**src/rtl/qc_timing_pkg.sv**
```systemverilog
// Shared types, default widths and the wrap-safe lateness test for the timed issuer.
package qc_timing_pkg;

  typedef enum logic [1:0] {IDLE, LOAD, WAIT, ISSUE} tc_state_t;

  localparam int TC_NUM_CH = 4;
  localparam int TC_T_W    = 20;
  localparam int TC_OP_W   = 7;
  localparam int TC_ANG_W  = 11;
  localparam int TC_ADDR_W = 11;

  // The MSB of (t_inst - (t_now + 1)) mod 2^w is set when the word is already due or past.
  function automatic logic is_late(input logic [31:0] t_inst, input logic [31:0] t_now,
                                   input int w);
    logic [31:0] d;
    d = t_inst - t_now - 32'd1;
    return ((d >> (w - 1)) & 32'd1) != 32'd0;
  endfunction

endpackage

```
**src/rtl/time_channel.sv**
```systemverilog
// One issuer channel: pops a timed word, waits for its timestamp, writes it to memory.
module time_channel
  import qc_timing_pkg::*;
#(
  parameter int T_W       = TC_T_W,
  parameter int OP_W      = TC_OP_W,
  parameter int ANG_W     = TC_ANG_W,
  parameter int ADDR_W    = TC_ADDR_W,
  parameter int LATE_MODE = 0
) (
  input  logic                          clk_i,
  input  logic                          rst_i,
  input  logic [T_W-1:0]                t_now_i,
  input  logic                          fifo_empty_i,
  input  logic [T_W+OP_W+ANG_W-1:0]     fifo_data_i,
  output logic                          fifo_rd_en_o,
  output logic [OP_W+ANG_W-1:0]         data_o,
  output logic                          wr_en_o,
  output logic [ADDR_W-1:0]             addr_o,
  input  logic                          late_clr_i,
  output logic                          late_o,
  output logic                          busy_o
);

  localparam int DW = OP_W + ANG_W;
  localparam int WW = T_W + DW;

  tc_state_t         state_q;
  logic [WW-1:0]     word_q;
  logic [ADDR_W-1:0] addr_q;
  logic [DW-1:0]     data_q;
  logic              wr_q;
  logic              late_q;

  logic [T_W-1:0]    t_inst;
  logic [T_W-1:0]    delta_d;
  logic              late_d;

  assign t_inst  = word_q[WW-1 -: T_W];
  assign delta_d = t_inst - t_now_i - {{(T_W-1){1'b0}}, 1'b1};
  assign late_d  = is_late(32'(t_inst), 32'(t_now_i), T_W);

  // Gating with reset keeps a write from escaping in the cycle the channel is being reset.
  assign fifo_rd_en_o = (state_q == IDLE) && !fifo_empty_i && !rst_i;
  assign wr_en_o      = wr_q && !rst_i;
  assign data_o       = rst_i ? '0 : data_q;
  assign addr_o       = addr_q;
  assign late_o       = late_q;
  assign busy_o       = (state_q != IDLE);

  always_ff @(posedge clk_i) begin
    if (rst_i) begin
      state_q <= IDLE;
      addr_q  <= '0;
      data_q  <= '0;
      wr_q    <= 1'b0;
      late_q  <= 1'b0;
    end else begin
      wr_q   <= 1'b0;
      data_q <= '0;
      if (late_clr_i) late_q <= 1'b0;
      case (state_q)
        IDLE: if (!fifo_empty_i) state_q <= LOAD;
        LOAD: begin
          word_q  <= fifo_data_i;
          state_q <= WAIT;
        end
        WAIT: begin
          // Late detection takes priority; a set overrides a same-cycle clear.
          if (late_d) begin
            late_q <= 1'b1;
            if (LATE_MODE != 0) begin
              state_q <= ISSUE;
              wr_q    <= 1'b1;
              data_q  <= word_q[DW-1:0];
            end else begin
              state_q <= IDLE;
            end
          end else if (delta_d == '0) begin
            state_q <= ISSUE;
            wr_q    <= 1'b1;
            data_q  <= word_q[DW-1:0];
          end
        end
        ISSUE: begin
          addr_q  <= addr_q + {{(ADDR_W-1){1'b0}}, 1'b1};
          state_q <= IDLE;
        end
        default: state_q <= IDLE;
      endcase
    end
  end

endmodule

```
**src/rtl/time_controller_mc.sv**
```systemverilog
// Multi-channel timed instruction issuer: NUM_CH independent channels sliced off shared buses.
module time_controller_mc
  import qc_timing_pkg::*;
#(
  parameter int NUM_CH    = TC_NUM_CH,
  parameter int T_W       = TC_T_W,
  parameter int OP_W      = TC_OP_W,
  parameter int ANG_W     = TC_ANG_W,
  parameter int ADDR_W    = TC_ADDR_W,
  parameter int LATE_MODE = 0
) (
  input  logic                                  clk,
  input  logic                                  reset,
  input  logic [T_W-1:0]                        t_cnt,
  output logic [NUM_CH-1:0]                     fifo_rd_en,
  input  logic [NUM_CH*(T_W+OP_W+ANG_W)-1:0]    fifo_data,
  input  logic [NUM_CH-1:0]                     fifo_empty,
  output logic [NUM_CH*(OP_W+ANG_W)-1:0]        o_data,
  output logic [NUM_CH-1:0]                     o_data_wr_en,
  output logic [NUM_CH*ADDR_W-1:0]              o_data_mem_addr,
  input  logic [NUM_CH-1:0]                     late_clr,
  output logic [NUM_CH-1:0]                     late_flag,
  output logic [NUM_CH-1:0]                     busy
);

  localparam int DW = OP_W + ANG_W;
  localparam int WW = T_W + DW;

  for (genvar c = 0; c < NUM_CH; c++) begin : g_ch
    time_channel #(
      .T_W      (T_W),
      .OP_W     (OP_W),
      .ANG_W    (ANG_W),
      .ADDR_W   (ADDR_W),
      .LATE_MODE(LATE_MODE)
    ) u_ch (
      .clk_i       (clk),
      .rst_i       (reset),
      .t_now_i     (t_cnt),
      .fifo_empty_i(fifo_empty[c]),
      .fifo_data_i (fifo_data[c*WW +: WW]),
      .fifo_rd_en_o(fifo_rd_en[c]),
      .data_o      (o_data[c*DW +: DW]),
      .wr_en_o     (o_data_wr_en[c]),
      .addr_o      (o_data_mem_addr[c*ADDR_W +: ADDR_W]),
      .late_clr_i  (late_clr[c]),
      .late_o      (late_flag[c]),
      .busy_o      (busy[c])
    );
  end

endmodule

```
**config.mk**
```make
export PLATFORM = sky130hd
export DESIGN_NAME = time_controller_mc
export DESIGN_NICKNAME = d
export VERILOG_FILES = /design/src/rtl/qc_timing_pkg.sv /design/src/rtl/time_channel.sv /design/src/rtl/time_controller_mc.sv
export SDC_FILE = /design/constraint.sdc
export NUM_CORES = 1
export LEC_CHECK = 0
export BUFFER_PORTS_ARGS = -buffer_cell sky130_fd_sc_hd__buf_4
export CORE_AREA = 4 4 167 169
export CTS_CLUSTER_DIAMETER = 150
export DETAILED_ROUTE_END_ITERATION = 8
export DIE_AREA = 0 0 171 173
export PLACE_DENSITY = 0.86
export RECOVER_POWER = 100
export SYNTH_ARGS = -nofsm -noshare
export SYNTH_HDL_FRONTEND = slang
export SYNTH_SLANG_ARGS = --single-unit
export TNS_END_PERCENT = 50
```
**constraint.sdc**
```tcl
create_clock -name clk -period 4.5 [get_ports clk]
set_input_delay 0 -clock clk [delete_from_list [all_inputs] [get_ports clk]]
set_output_delay 0 -clock clk [all_outputs]
set_load 0.1 [all_outputs]
```
# Word-level counts from Yosys, hierarchy flattened

Cells that the tools add are included.

$mul: 0
$add $sub $neg: 20
Equality and inequality tests: 20
Order comparisons: 0
Bitwise gates (word level): 9
Muxes and demuxes: 36
Shift-type cells: 0
Divide/modulo/power cells: 0
Reductions and logical operators: 45

Operators with widths:

| kind                    | count |
|---|---|
| $sub A20 B1 Y20 const B | 8 |
| $sub A20 B20 Y20        | 8 |
| $logic_not A20 Y1       | 4 |
| $mux W18                | 4 |
| $add A11 B1 Y11 const B | 4 |
| $pmux W2 S4             | 4 |
| $mux W2                 | 12 |
| $eq A2 B2 Y1 const B    | 8 |
| $mux W1                 | 16 |
| $reduce_and A2 Y1       | 8 |
| $reduce_or A4 Y1        | 4 |
| $logic_and A1 B1 Y1     | 12 |
| $ne A3 B1 Y1 const B    | 4 |
| $reduce_or A3 Y1        | 4 |
| $not A1 Y1              | 9 |
| $eq A2 B1 Y1 const B    | 4 |
| $logic_not A2 Y1        | 4 |
| $ne A2 B2 Y1 const B    | 4 |
| $reduce_bool A2 Y1      | 4 |
| $logic_not A1 Y1        | 5 |

Bits in latches: 0
Memory bits (writable): 0
Output and inout bits: 132
Bits of input ports: 182
Bits in registers: 284
Memories: 0
ROM bits: 0

# Logic depth before layout (Yosys ltp)

Gate-level depths: netlist (run 1).

Depth after elaboration: 6
Depth in mapped cells: 13
Gate-level depth less buffers: 12

# Hierarchy

A second synthesis (run 1) with hierarchy kept.

Cells, all modules: 1,414
Area total of the unflattened synthesis: 14,491.4 um^2

Modules (own cells, without submodules):

| module                           | times used | cells each | area an instance (um^2) | seq. area each (um^2) |
|---|---|---|---|---|
| time_channel at g_ch[0].u_ch ... | 3          | 345        | 3,568.4                 | 1,801.7 |
| time_channel at g_ch[3].u_ch     | 1          | 379        | 3,786.1                 | 1,801.7 |

# Worst setup path before layout (run 1)

OpenSTA, ideal clock, no wires.

Path kind: register -> register
Start: reg g_ch[2].u_ch.state_q[0]
End: reg g_ch[2].u_ch.word_q[0], enable pin
Period minus slack after synthesis: 3,877 ps
Arrival time: 3,389 ps
Cell stages (with the launch flop): 3
Setup slack: 623 ps
Required time: 4,011 ps
Setup time: 489 ps
Path through: dfxtp_1 -> clkbuf_1 -> nor3b_1

Cells in the longest elaborated chain, start to end: 2

RTL lines:

| what                               | line               | text |
|---|---|---|
| from (decl)                        | time_channel.sv:28 | `tc_state_t state_q;` |
| from (signal assigned)             | time_channel.sv:53 | `state_q <= IDLE;` |
| from (signal assigned)             | time_channel.sv:63 | `IDLE: if (!fifo_empty_i) state_q <= LOAD;` |
| from (signal assigned)             | time_channel.sv:66 | `state_q <= WAIT;` |
| $eq A2 B1 Y1                       | time_channel.sv:62 | `case (state_q)` |
| $reduce_and A2 Y1 (no source line) | --                 |  |
| to (signal assigned)               | time_channel.sv:65 | `word_q <= fifo_data_i;` |
| to (decl)                          | time_channel.sv:29 | `logic [WW-1:0] word_q;` |

No other way between the ends.
A chain may end at the register's enable or synchronous reset.

# Worst setup path in the final report (run 1)

Start: reg g_ch[3].u_ch.word_q[18]
End: reg g_ch[3].u_ch.data_q[11]

Cells in the longest elaborated chain, start to end: 5
Elaborated cells between the ends (all ways): 7
Those cells by class: add/sub: 4; bitwise: 1; reduce/logical: 2

RTL lines:

| what                                  | line                                    | text |
|---|---|---|
| from (decl)                           | time_channel.sv:29                      |  |
| from (signal assigned)                | time_channel.sv:65                      |  |
| $sub A20 B20 Y20                      | qc_timing_pkg.sv:16, time_channel.sv:40 |  |
| $sub A20 B1 Y20                       | qc_timing_pkg.sv:16, time_channel.sv:40 |  |
| $logic_not A20 Y1                     | time_channel.sv:79                      | `end else if (delta_d == '0) begin` |
| $not A1 Y1 (no source line)           | --                                      |  |
| $reduce_or A4 Y1 (no source line) (*) | --                                      |  |
| to (signal assigned)                  | time_channel.sv:75                      | `data_q <= word_q[DW-1:0];` |
| to (signal assigned)                  | time_channel.sv:82                      | `data_q <= word_q[DW-1:0];` |
| to (decl)                             | time_channel.sv:31                      | `logic [DW-1:0] data_q;` |

Mark *: on every way between the ends. The rest lies on a longest branch, timed or not.

==> out/qor.yml, run 1 <==
power_leakage_nw: 7.40
worst_slew_pin_slew_ns: 2.57
most-common-layout-cells: "160 x sky130_fd_sc_hd__dlygate4sd3_1, 155 x sky130_fd_sc_hd__clkbuf_1, 152 x sky130_fd_sc_hd__edfxtp_1"
drt_drc_violations_left: 0
postCtsSetupRepairBufs: 0
sw_frac_of_total: 0.259
seq_area_frac_synth: 0.501
netlist.area_leader.share: 0.317
worst_setup_path_endpoint: "g_ch[3].u_ch.data_q[11]$_SDFF_PP0_"
r2r_cells: 12
routed_wire_length_per_instance_microns: 20.2
setup.worst_path.end_class: "flop"
drt_first_pass_iters: 6
post_synth_instance_area_sq_um: 14400
maximum_vdd_drop_mv: 0.252
wire_length_of_the_first_global_routing_pass_microns: 68600
portBuffers: 313
initial_antenna_violation_count: 1
clock_sink_count: 284
worst_hold_path_type: "input pin to flop"
yosysTopAreaCell: "sky130_fd_sc_hd__edfxtp_1"
fin_crit_ns: 3.93
postLayoutSetupSlackWorst_ns: 0.565
design.core.area_sq_um: 26600
power_per_cell_area_nw_per_um2: 327
setup_viol: 0
number_of_instances_in_the_synthesized_netlist: 1398
cp-startpoint: "g_ch[3].u_ch.word_q[18]$_DFFE_PP_"
share_clk_of_total_power: 0.393
drtIter0Drc: 1248
syn_area_per_cell_sq_um: 10.3
drive_gt1_frac: 0.128
finalHoldViolations: 0
comb_power_share: 0.151
grt-ovfl-total: 0
r2r-start: "g_ch[3].u_ch.word_q[18]$_DFFE_PP_"
clock_tree_from_tritoncts: "built"
die_w_microns: 171
hpwl_dp_microns: 28200
synthFlopType: "sky130_fd_sc_hd__edfxtp_1"
post_layout_util: 0.709
mappedNetlistNets: 1664
flow.area_growth_from_synthesis_pct: 30.8
initial_utilization: 0.542
cts.path.max_buffers: 3
timing.critical_path.required_ns: 4.94
boundaryPins: 314
layoutNonFillerInstCount: 2207
detailroute.via_count: 12776
maxCapViolations: 3
largest_net_degree_at_the_start_of_global_routing: 82
place_congestion: 0.907
fp.dieArea_sq_um: 29600
clock_tree.htree_level_count: 1
slew_headroom: -0.712
die_height_microns: 173
antenna_violating_nets_left: 0
cts_inserted_buffers: 28
timing.fmax_ghz: 0.254
skew_ns: 0.0225
rsz_0062_raised_after_global_routing: "no"
worst_r2r_endpoint: "g_ch[3].u_ch.data_q[11]$_SDFF_PP0_"
slew_viol_final: 139
number_of_instances_in_the_placed_design: 1992
timing.setup.critical_path_class: "flop to flop"
routed_wl_microns: 44600
count_of_different_cell_masters_after_synthesis: 81
critPathLaunchType: "flop"
synth.area.top_cells: "sky130_fd_sc_hd__edfxtp_1 32%, sky130_fd_sc_hd__dfxtp_1 18%, sky130_fd_sc_hd__ha_1 7.0%"
reg2reg_setup_slack_ns: 0.57
worst-endpoint-arrival_ns: 4.38
synth-warning-count: 0
ctsResizeCount: 0
layout.cells.most_common: "sky130_fd_sc_hd__dlygate4sd3_1"
switchingPower_mw: 1.60
setup_tns_ns: 0
yosys_reg_bits: 284
worstPathMaxFanout: 20
vias_per_cell: 5.79
cellInternalPower_mw: 4.56
post-layout-total-power_mw: 6.16
grt_pass1_vias: 12757
clockRootBuffer: "sky130_fd_sc_hd__clkbuf_16"
failed_checks: "max-capacitance violations, max-slew violations"
synth_edf_count: 152
grt_use_total: 0.290
ys_async_sr_fraction: 0
status: "finished, violations left"
power.sequential.fraction: 0.456
nNetsFinal: 2107
cts.reportedPaths.clkPinSlew_ns: 0.07
clock_insertion_delay_worst_skew_ns: 0.57
preCtsSetupSlack_ns: 1.05
fin_crit_sh: 0.874
fp-row-count: 60
sequential cells by signal, summed over array words and instances, names as in the netlist:
register and cells:
g_ch.u_ch.word_q 152, g_ch.u_ch.data_q 72, g_ch.u_ch.addr_o 44, g_ch.u_ch.late_o 4, g_ch.u_ch.state_q 8, g_ch.u_ch.wr_q 4
layout make-up:
type / instances / area (sq um)
Timing Repair Buffer: 487 / 3490
Tap cell: 341 / 427
Multi-Input combinational cell: 952 / 6420
Fill cell: 1945 / 7740
Clock inverter: 15 / 156
Sequential cell: 284 / 7210
Inverter: 88 / 330
Clock buffer: 37 / 797
Antenna cell: 3 / 7.51
metal layers:
metal / vias to the layer above / global-route usage / wire length, microns
met5: - / 0 / 0
met1: 6040 / 0.350 / 17200
met2: 643 / 0.504 / 22200
li1: 5935 / - / -
met4: 0 / 0.135 / 2260
met3: 158 / 0.0476 / 3040
through the flow:
step | cell area (sq um) | hold slack, ns
floorplan | 14400 | 0.0989
global placement | 17000 | 0.178
detailed placement | 17000 | 0.179
CTS | 19500 | 0.0141
global route | 18800 | 0.0363
finish | 18800 | 0.0172
worst max-delay path, cell delays in order, from the launching register on:
cell and delay, ns:
sky130_fd_sc_hd__edfxtp_1 0.41, sky130_fd_sc_hd__ha_1 0.21, sky130_fd_sc_hd__inv_1 0.10, sky130_fd_sc_hd__fa_1 0.24, sky130_fd_sc_hd__nor2b_1 0.09, sky130_fd_sc_hd__o2111ai_1 0.21, sky130_fd_sc_hd__nand2_1 0.12, sky130_fd_sc_hd__o41ai_1 0.68
sky130_fd_sc_hd__mux2_2 0.41, sky130_fd_sc_hd__nor4_1 0.31, sky130_fd_sc_hd__nand4_1 0.13, sky130_fd_sc_hd__clkbuf_1 0.44, sky130_fd_sc_hd__nor3_1 0.46
worst min-delay path by stage:
stage                    from                                    to  slack [ns]  cells after the start
3_5_place_dp   fifo_data[115]      g_ch[3].u_ch.word_q[1]$_DFFE_PP_        0.18                      1
6_report            t_cnt[19]  g_ch[2].u_ch.state_q[1]$_SDFFE_PP0P_        0.02                      5
2_1_floorplan    fifo_data[0]      g_ch[0].u_ch.word_q[0]$_DFFE_PP_         0.1                      0
5_1_grt             t_cnt[19]  g_ch[2].u_ch.state_q[1]$_SDFFE_PP0P_        0.04                      5
4_1_cts             t_cnt[19]  g_ch[2].u_ch.state_q[1]$_SDFFE_PP0P_        0.01                      5
3_3_place_gp   fifo_data[137]     g_ch[3].u_ch.word_q[23]$_DFFE_PP_        0.18                      1
power groups by stage:
stage	Combinational [mW]	Clock (mW)	Sequential [mW]
6_report	0.931	2.42	2.81
5_1_grt	1.00	2.57	2.81
4_1_cts	0.932	2.42	2.81
3_5_place_dp	0.810	0	2.86
3_3_place_gp	0.798	0	2.86
2_1_floorplan	0.534	0	2.86
kinds of logic after synthesis:
family	count (synthesis)	synth area share
xor+xnor	66	0.0402
flops	284	0.501
compound gates	283	0.131
mux	14	0.0108
simple gates	505	0.195
buf+inv	162	0.0476
fa+ha+maj	84	0.0751
what timing repair did:
action | in CTS | in global routing
hold buffers | 160 | 0
setup endpoints to repair | 0 | 0
endpoints found under the hold margin | 160 | 0
synthesized netlist by cell type (all sizes together), types with 40 or more instances:
master,instances
a21oi,84
clkbuf,49
dfxtp,132
edfxtp,152
ha,80
inv,87
nand2,74
nand3,40
nor2,90
nor2b,91
nor3,49
o21ai,43
xor2,43
(Power assumes the default switching activity.)
==> run 2, diff against run 1 <==
--- a/config.mk
+++ b/config.mk
@@ -11,7 +11,7 @@
 export DETAILED_ROUTE_END_ITERATION = 8
 export DIE_AREA = 0 0 171 173
 export PLACE_DENSITY = 0.86
-export RECOVER_POWER = 100
+export RECOVER_POWER = 50
 export SYNTH_ARGS = -nofsm -noshare
 export SYNTH_HDL_FRONTEND = slang
 export SYNTH_SLANG_ARGS = --single-unit
==> out/qor.yml, run 2 (synthesized netlist as in run 1, its figures left out) <==
cts.reportedPaths.clkPinSlew_ns: 0.07
reg2reg_setup_slack_ns: 0.90
layout.cells.most_common: "sky130_fd_sc_hd__dlygate4sd3_1"
critPathLaunchType: "flop"
drt_first_pass_iters: 5
sw_frac_of_total: 0.261
r2r_cells: 12
vias_per_cell: 5.81
most-common-layout-cells: "160 x sky130_fd_sc_hd__dlygate4sd3_1, 152 x sky130_fd_sc_hd__edfxtp_1, 141 x sky130_fd_sc_hd__clkbuf_4"
status: "finished, violations left"
postCtsSetupRepairBufs: 0
nNetsFinal: 2107
initial_antenna_violation_count: 1
cp-startpoint: "g_ch[3].u_ch.word_q[18]$_DFFE_PP_"
drt_drc_violations_left: 0
drive_gt1_frac: 0.161
grt-ovfl-total: 0
design_area_sq_um: 19100
antenna_violating_nets_left: 0
routed_wl_microns: 44600
maxCapViolations: 1
finalHoldViolations: 0
worst_hold_path_type: "input pin to flop"
max_flop_register: "g_ch.u_ch.word_q"
initial_utilization: 0.542
worst-endpoint-arrival_ns: 4.05
portBuffers: 313
preCtsSetupSlack_ns: 1.05
flow.area_growth_from_synthesis_pct: 32.7
timing.fmax_ghz: 0.277
worstPathMaxFanout: 20
placedInstanceArea_sq_um: 17000
drtIter0Drc: 1293
design.core.area_sq_um: 26600
largest_net_degree_at_the_start_of_global_routing: 82
cts.path.max_buffers: 3
timing.critical_path.max_delay_family: "simple AND/OR/NAND/NOR gates"
cp_slowest_stage_delay_ns: 0.68
critical-path-slowest-cell: "sky130_fd_sc_hd__o41ai_1"
fin_crit_sh: 0.801
worst_slew_pin_slew_ns: 2.58
clock_tree.htree_level_count: 1
cp_num_cells: 12
r2r-start: "g_ch[3].u_ch.word_q[18]$_DFFE_PP_"
rsz_0062_raised_after_global_routing: "no"
switchingPower_mw: 1.61
fp-row-count: 60
hpwl_dp_microns: 28200
timing.setup.critical_path_class: "flop to flop"
comb_power_share: 0.153
cts_inserted_buffers: 28
boundaryPins: 314
die_w_microns: 171
fp.dieArea_sq_um: 29600
place_congestion: 0.907
cellInternalPower_mw: 4.57
setup.worst_path.end_class: "flop"
setup_viol: 0
die_height_microns: 173
share_clk_of_total_power: 0.393
clock_insertion_delay_worst_skew_ns: 0.57
fin_crit_ns: 3.60
clockRootBuffer: "sky130_fd_sc_hd__clkbuf_16"
setup_tns_ns: 0
routed_wire_length_per_instance_microns: 20.2
grt_use_total: 0.290
worst_r2r_endpoint: "g_ch[3].u_ch.data_q[11]$_SDFF_PP0_"
clock_sink_count: 284
timing.critical_path.required_ns: 4.95
power.sequential.fraction: 0.454
power_leakage_nw: 7.61
slew_viol_final: 61
power_per_cell_area_nw_per_um2: 323
worst_path_buffer_plus_inverter_count: 2
postLayoutSetupSlackWorst_ns: 0.896
skew_ns: 0.0221
wire_length_of_the_first_global_routing_pass_microns: 68600
detailroute.via_count: 12824
worst_setup_path_endpoint: "g_ch[3].u_ch.data_q[11]$_SDFF_PP0_"
path_cells: "ha_1 > inv_1 > fa_1 > nor2b_1 > o2111ai_1 > nand2_1 > o41ai_1 > mux2_2 > nor4_1 > nand4_1 > buf_4 > nor3_1"
clock_tree_from_tritoncts: "built"
failed_checks: "max-capacitance violations, max-slew violations"
post-layout-total-power_mw: 6.18
slew_headroom: -0.720
largest_reg_flops: 152
maximum_vdd_drop_mv: 0.257
whs_ns: 0.0155
grt_pass1_vias: 12757
-- run 2: cell count changes in the layout (fill, tap and decap cells not counted), moves of 13 or more --
cell	delta
sky130_fd_sc_hd__clkbuf_1	-41
sky130_fd_sc_hd__buf_4	+43
sky130_fd_sc_hd__nor3b_1	-19
sky130_fd_sc_hd__nor3b_2	+19
sky130_fd_sc_hd__and2_0	-13
sky130_fd_sc_hd__and2_1	+13
-- run 2: worst reg2reg max path, cell delays in order (launching register included) --
cell,delay [ns]
sky130_fd_sc_hd__edfxtp_1,0.42
sky130_fd_sc_hd__ha_1,0.21
sky130_fd_sc_hd__inv_1,0.10
sky130_fd_sc_hd__fa_1,0.24
sky130_fd_sc_hd__nor2b_1,0.09
sky130_fd_sc_hd__o2111ai_1,0.21
sky130_fd_sc_hd__nand2_1,0.12
sky130_fd_sc_hd__o41ai_1,0.68
sky130_fd_sc_hd__mux2_2,0.41
sky130_fd_sc_hd__nor4_1,0.31
sky130_fd_sc_hd__nand4_1,0.14
sky130_fd_sc_hd__buf_4,0.24
sky130_fd_sc_hd__nor3_1,0.34
-- run 2: per-layer routing --
metal  GRT usage  vias to the layer above  share of wire
li1            -                     5937              -
met2       0.504                      659           0.50
met3      0.0476                      172          0.069
met1       0.350                     6056           0.38
met4       0.135                        0          0.051
met5           0                        -              0
-- run 2: layout make-up --
cell class	count	area [sq um]
well taps	341	427
clock buffers	37	797
inverters	88	330
clock inverters	15	156
fillers	1871	7480
repair buffers	487	3650
flip-flops and latches	284	7210
diodes	3	7.51
multi-input cells	952	6530
-- run 2: metrics by stage --
stage | util | std cells
6_report | 0.719 | 2207
5_1_grt | 0.719 | 2205
4_1_cts | 0.734 | 2204
3_5_place_dp | 0.638 | 1992
3_3_place_gp | 0.638 | 1992
2_1_floorplan | - | 1398
-- run 2: power groups by stage --
stage                     Clock [mW]  Combinational, mW  Sequential [mW]
after floorplan                    0              0.534             2.86
after global placement             0              0.798             2.86
after detailed placement           0              0.810             2.86
after CTS                       2.42              0.932             2.81
after global routing            2.57               1.02             2.81
final                           2.43              0.943             2.81
-- run 2: how the worst min path moves through the flow --
stage                   start                                   end  slack [ns]  cells past startpoint
2_1_floorplan    fifo_data[0]      g_ch[0].u_ch.word_q[0]$_DFFE_PP_         0.1                      0
3_3_place_gp   fifo_data[137]     g_ch[3].u_ch.word_q[23]$_DFFE_PP_        0.18                      1
3_5_place_dp   fifo_data[115]      g_ch[3].u_ch.word_q[1]$_DFFE_PP_        0.18                      1
4_1_cts             t_cnt[19]  g_ch[2].u_ch.state_q[1]$_SDFFE_PP0P_        0.01                      5
5_1_grt             t_cnt[19]  g_ch[2].u_ch.state_q[1]$_SDFFE_PP0P_        0.04                      5
6_report            t_cnt[19]  g_ch[2].u_ch.state_q[1]$_SDFFE_PP0P_        0.02                      5
-- run 2: repair_timing --
action | in CTS | in global routing
resized for setup | 0 | 0
hold buffers | 160 | 0
endpoints found under the hold margin | 160 | 0
==> run 3, diff against run 2 <==
--- a/config.mk
+++ b/config.mk
@@ -5,11 +5,12 @@
 export SDC_FILE = /design/constraint.sdc
 export NUM_CORES = 1
 export LEC_CHECK = 0
+export ABC_AREA = 1
 export BUFFER_PORTS_ARGS = -buffer_cell sky130_fd_sc_hd__buf_4
-export CORE_AREA = 4 4 167 169
+export CORE_AREA = 4 4 175 177
 export CTS_CLUSTER_DIAMETER = 150
 export DETAILED_ROUTE_END_ITERATION = 8
-export DIE_AREA = 0 0 171 173
+export DIE_AREA = 0 0 179 181
 export PLACE_DENSITY = 0.86
 export RECOVER_POWER = 50
 export SYNTH_ARGS = -nofsm -noshare
==> constraint.sdc (replaced) <==
create_clock -name clk -period 3.35 [get_ports clk]
set_input_delay 0 -clock clk [delete_from_list [all_inputs] [get_ports clk]]
set_output_delay 0 -clock clk [all_outputs]
set_load 0.1 [all_outputs]
==> out/qor.yml, run 3 <==
status: "finished, final reports clean"
count_of_filler_cells_inserted_in_the_layout: 2284
synth_top_family_by_area: "simple AND/OR/NAND/NOR gates"
critical-path-slowest-cell: "sky130_fd_sc_hd__fa_1"
nNetsFinal: 2877
min_from: "t_cnt[19]"
finalHoldViolations: 0
holdPathStages: 5
seq_area_frac_synth: 0.450
multi_input_area_sq_um: 6840
netlist.area_leader.share: 0.285
synth.area.top_cells: "sky130_fd_sc_hd__edfxtp_1 29%, sky130_fd_sc_hd__dfxtp_1 17%, sky130_fd_sc_hd__nand2_1 13%"
number_of_instances_in_the_synthesized_netlist: 2132
fin_crit_sh: 0.858
detailroute.via_count: 15446
most-common-layout-cells: "536 x sky130_fd_sc_hd__nand2_1, 459 x sky130_fd_sc_hd__inv_1, 306 x sky130_fd_sc_hd__nor2_1"
antenna_violating_nets_left: 0
design.core.area_sq_um: 29200
vias_per_cell: 5.10
routed_wl_microns: 51100
critPathLaunchType: "flop"
preCtsSetupSlack_ns: 0.470
worstPathMaxFanout: 19
postCtsSetupRepairBufs: 0
yosys_reg_bits: 284
holdPathEnd: "g_ch[2].u_ch.late_o$_SDFF_PP0_"
synth_adder_area_share: 0.0675
netlist_top_cells_count: "536 x sky130_fd_sc_hd__nand2_1, 459 x sky130_fd_sc_hd__inv_1, 309 x sky130_fd_sc_hd__nor2_1"
slew_headroom: 0.0138
reg2reg_setup_slack_ns: 0.48
drtIter0Drc: 1152
rsz_0062_raised_after_global_routing: "no"
portBuffers: 313
boundaryPins: 314
timing.critical_path.required_ns: 3.85
flow.area_growth_from_synthesis_pct: 30.4
clock_tree_from_tritoncts: "built"
wire_length_of_the_first_global_routing_pass_microns: 79900
maxCapViolations: 0
layout.cells.most_common: "sky130_fd_sc_hd__nand2_1"
maximum_vdd_drop_mv: 0.565
clockRootBuffer: "sky130_fd_sc_hd__clkbuf_16"
ff_latch_area_sq_um: 7210
postLayoutSetupSlackWorst_ns: 0.475
place_congestion: 0.955
post-layout-total-power_mw: 9.19
post_synthesis_mux_area_share: 0
path_cells: "ha_1 > inv_1 > fa_1 > inv_1 > nand2_1 > nand2_1 > nand3_1 > nand2_1 > nand3_1 > nand2_1 > nand2_1 > nand2_1 > nand2_1 > inv_1 > nand3_1 > nor2_2 > nand3b_4 > nor2_1"
clock_insertion_delay_worst_skew_ns: 0.58
count_of_different_cell_masters_after_synthesis: 44
slew_viol_final: 0
largest_net_degree_at_the_start_of_global_routing: 57
synth_area_in_compound_gates: 0.0441
clock_sink_count: 284
placedInstanceArea_sq_um: 18700
setup_viol: 0
r2r-start: "g_ch[0].u_ch.word_q[18]$_DFFE_PP_"
grt-ovfl-total: 0
hpwl_dp_microns: 34400
worst_r2r_endpoint: "g_ch[0].u_ch.data_q[17]$_SDFF_PP0_"
setup.worst_path.end_class: "flop"
timing.critical_path.max_delay_family: "simple AND/OR/NAND/NOR gates"
cp_slowest_stage_delay_ns: 0.43
grt_pass1_vias: 15682
clock_tree.htree_level_count: 1
cts_inserted_buffers: 30
post-synth-top-count-cell: "sky130_fd_sc_hd__nand2_1"
fp.dieArea_sq_um: 32400
routed_wire_length_per_instance_microns: 16.9
drt_drc_violations_left: 0
grt_use_total: 0.312
setup_tns_ns: 0
die_w_microns: 179
synth_edf_count: 152
synth-warning-count: 0
worst-endpoint-arrival_ns: 3.38
largest_reg_flops: 152
timing.fmax_ghz: 0.348
initial_antenna_violation_count: 2
drt_first_pass_iters: 5
whs_ns: 0.0678
ys_async_sr_fraction: 0
synth_simple_gate_area_share: 0.307
critPathMostFrequentCell: "sky130_fd_sc_hd__nand2_1"
skew_ns: 0.0187
post_synth_instance_area_sq_um: 16000
max_flop_register: "g_ch.u_ch.word_q"
design_area_sq_um: 20900
worst_slew_pin_slew_ns: 1.47
drive_gt1_frac: 0.131
power_per_cell_area_nw_per_um2: 440
power_leakage_nw: 10.0
synthFlopType: "sky130_fd_sc_hd__edfxtp_1"
cts.path.max_buffers: 3
fin_crit_ns: 2.87
post_synth_xor_area_fraction: 0.00766
syn_area_per_cell_sq_um: 7.51
mappedNetlistNets: 2398
die_height_microns: 181
yosysTopAreaCell: "sky130_fd_sc_hd__edfxtp_1"
cts.reportedPaths.clkPinSlew_ns: 0.07
initial_utilization: 0.547
fp-row-count: 63
worst_path_buffer_plus_inverter_count: 3
r2r_cells: 18
timing.setup.critical_path_class: "flop to flop"
worst_hold_path_type: "input pin to flop"
[run 3: metal layers]
metal / share of wire / global-route usage / up-vias
li1: - / - / 7539
met1: 0.37 / 0.357 / 6988
met2: 0.49 / 0.550 / 692
met3: 0.064 / 0.0490 / 225
met4: 0.069 / 0.173 / 2
met5: 0.00023 / 0 / -
[run 3: logic make-up after synthesis]
logic type	after synthesis
buf+inv	500
xor+xnor	14
fa+ha+maj	84
simple gates	1116
compound gates	134
flops	284
[run 3: tightest hold or removal path, stage by stage]
cell                      delay (ns)
sky130_fd_sc_hd__buf_4          0.16
sky130_fd_sc_hd__xnor2_1        0.14
sky130_fd_sc_hd__nand2_1        0.09
sky130_fd_sc_hd__nand3_1        0.12
sky130_fd_sc_hd__a21oi_1        0.07
[run 3: worst max-delay path by stage]
stage | start | to | slack (ns) | depth (start not counted)
2_1_floorplan | g_ch[1].u_ch.state_q[0]$_SDFFE_PP0P_ | g_ch[1].u_ch.word_q[0]$_DFFE_PP_ | 0.65 | 3
3_3_place_gp | t_cnt[0] | g_ch[1].u_ch.data_q[7]$_SDFF_PP0_ | 0.64 | 18
3_5_place_dp | t_cnt[0] | g_ch[2].u_ch.data_q[2]$_SDFF_PP0_ | 0.47 | 20
4_1_cts | g_ch[1].u_ch.word_q[20]$_DFFE_PP_ | g_ch[1].u_ch.data_q[17]$_SDFF_PP0_ | 0.56 | 18
5_1_grt | g_ch[2].u_ch.word_q[18]$_DFFE_PP_ | g_ch[2].u_ch.data_q[3]$_SDFF_PP0_ | 0.21 | 18
6_report | g_ch[0].u_ch.word_q[18]$_DFFE_PP_ | g_ch[0].u_ch.data_q[17]$_SDFF_PP0_ | 0.48 | 18
[run 3: final cells by class]
cell class	instances	area share
Multi-Input combinational cell	1348	0.328
Antenna cell	2	0.000240
Clock buffer	37	0.0377
Inverter	464	0.0835
Sequential cell	284	0.345
Tap cell	390	0.0234
Clock inverter	19	0.00845
Timing Repair Buffer	483	0.174
[run 3: per-stage QoR]
stage / instances / utilization
floorplan: 2132 / -
global placement: 2806 / 0.639
detailed placement: 2806 / 0.639
CTS: 3025 / 0.728
global route: 3026 / 0.713
finish: 3027 / 0.714
[run 3: what timing repair did]
item | CTS | global route
hold buffers | 163 | 0
resized for setup | 0 | 0
endpoints found under the hold margin | 164 | 0
[run 3: power by group]
| part | internal (mW) | total [mW] | switching, mW | leakage, nW |
|---|---|---|---|---|
| clock | 1.83 | 3.29 | 1.46 | 0.465 |
| sequential | 3.84 | 3.91 | 0.0648 | 2.45 |
| combinational | 0.695 | 1.99 | 1.30 | 7.11 |
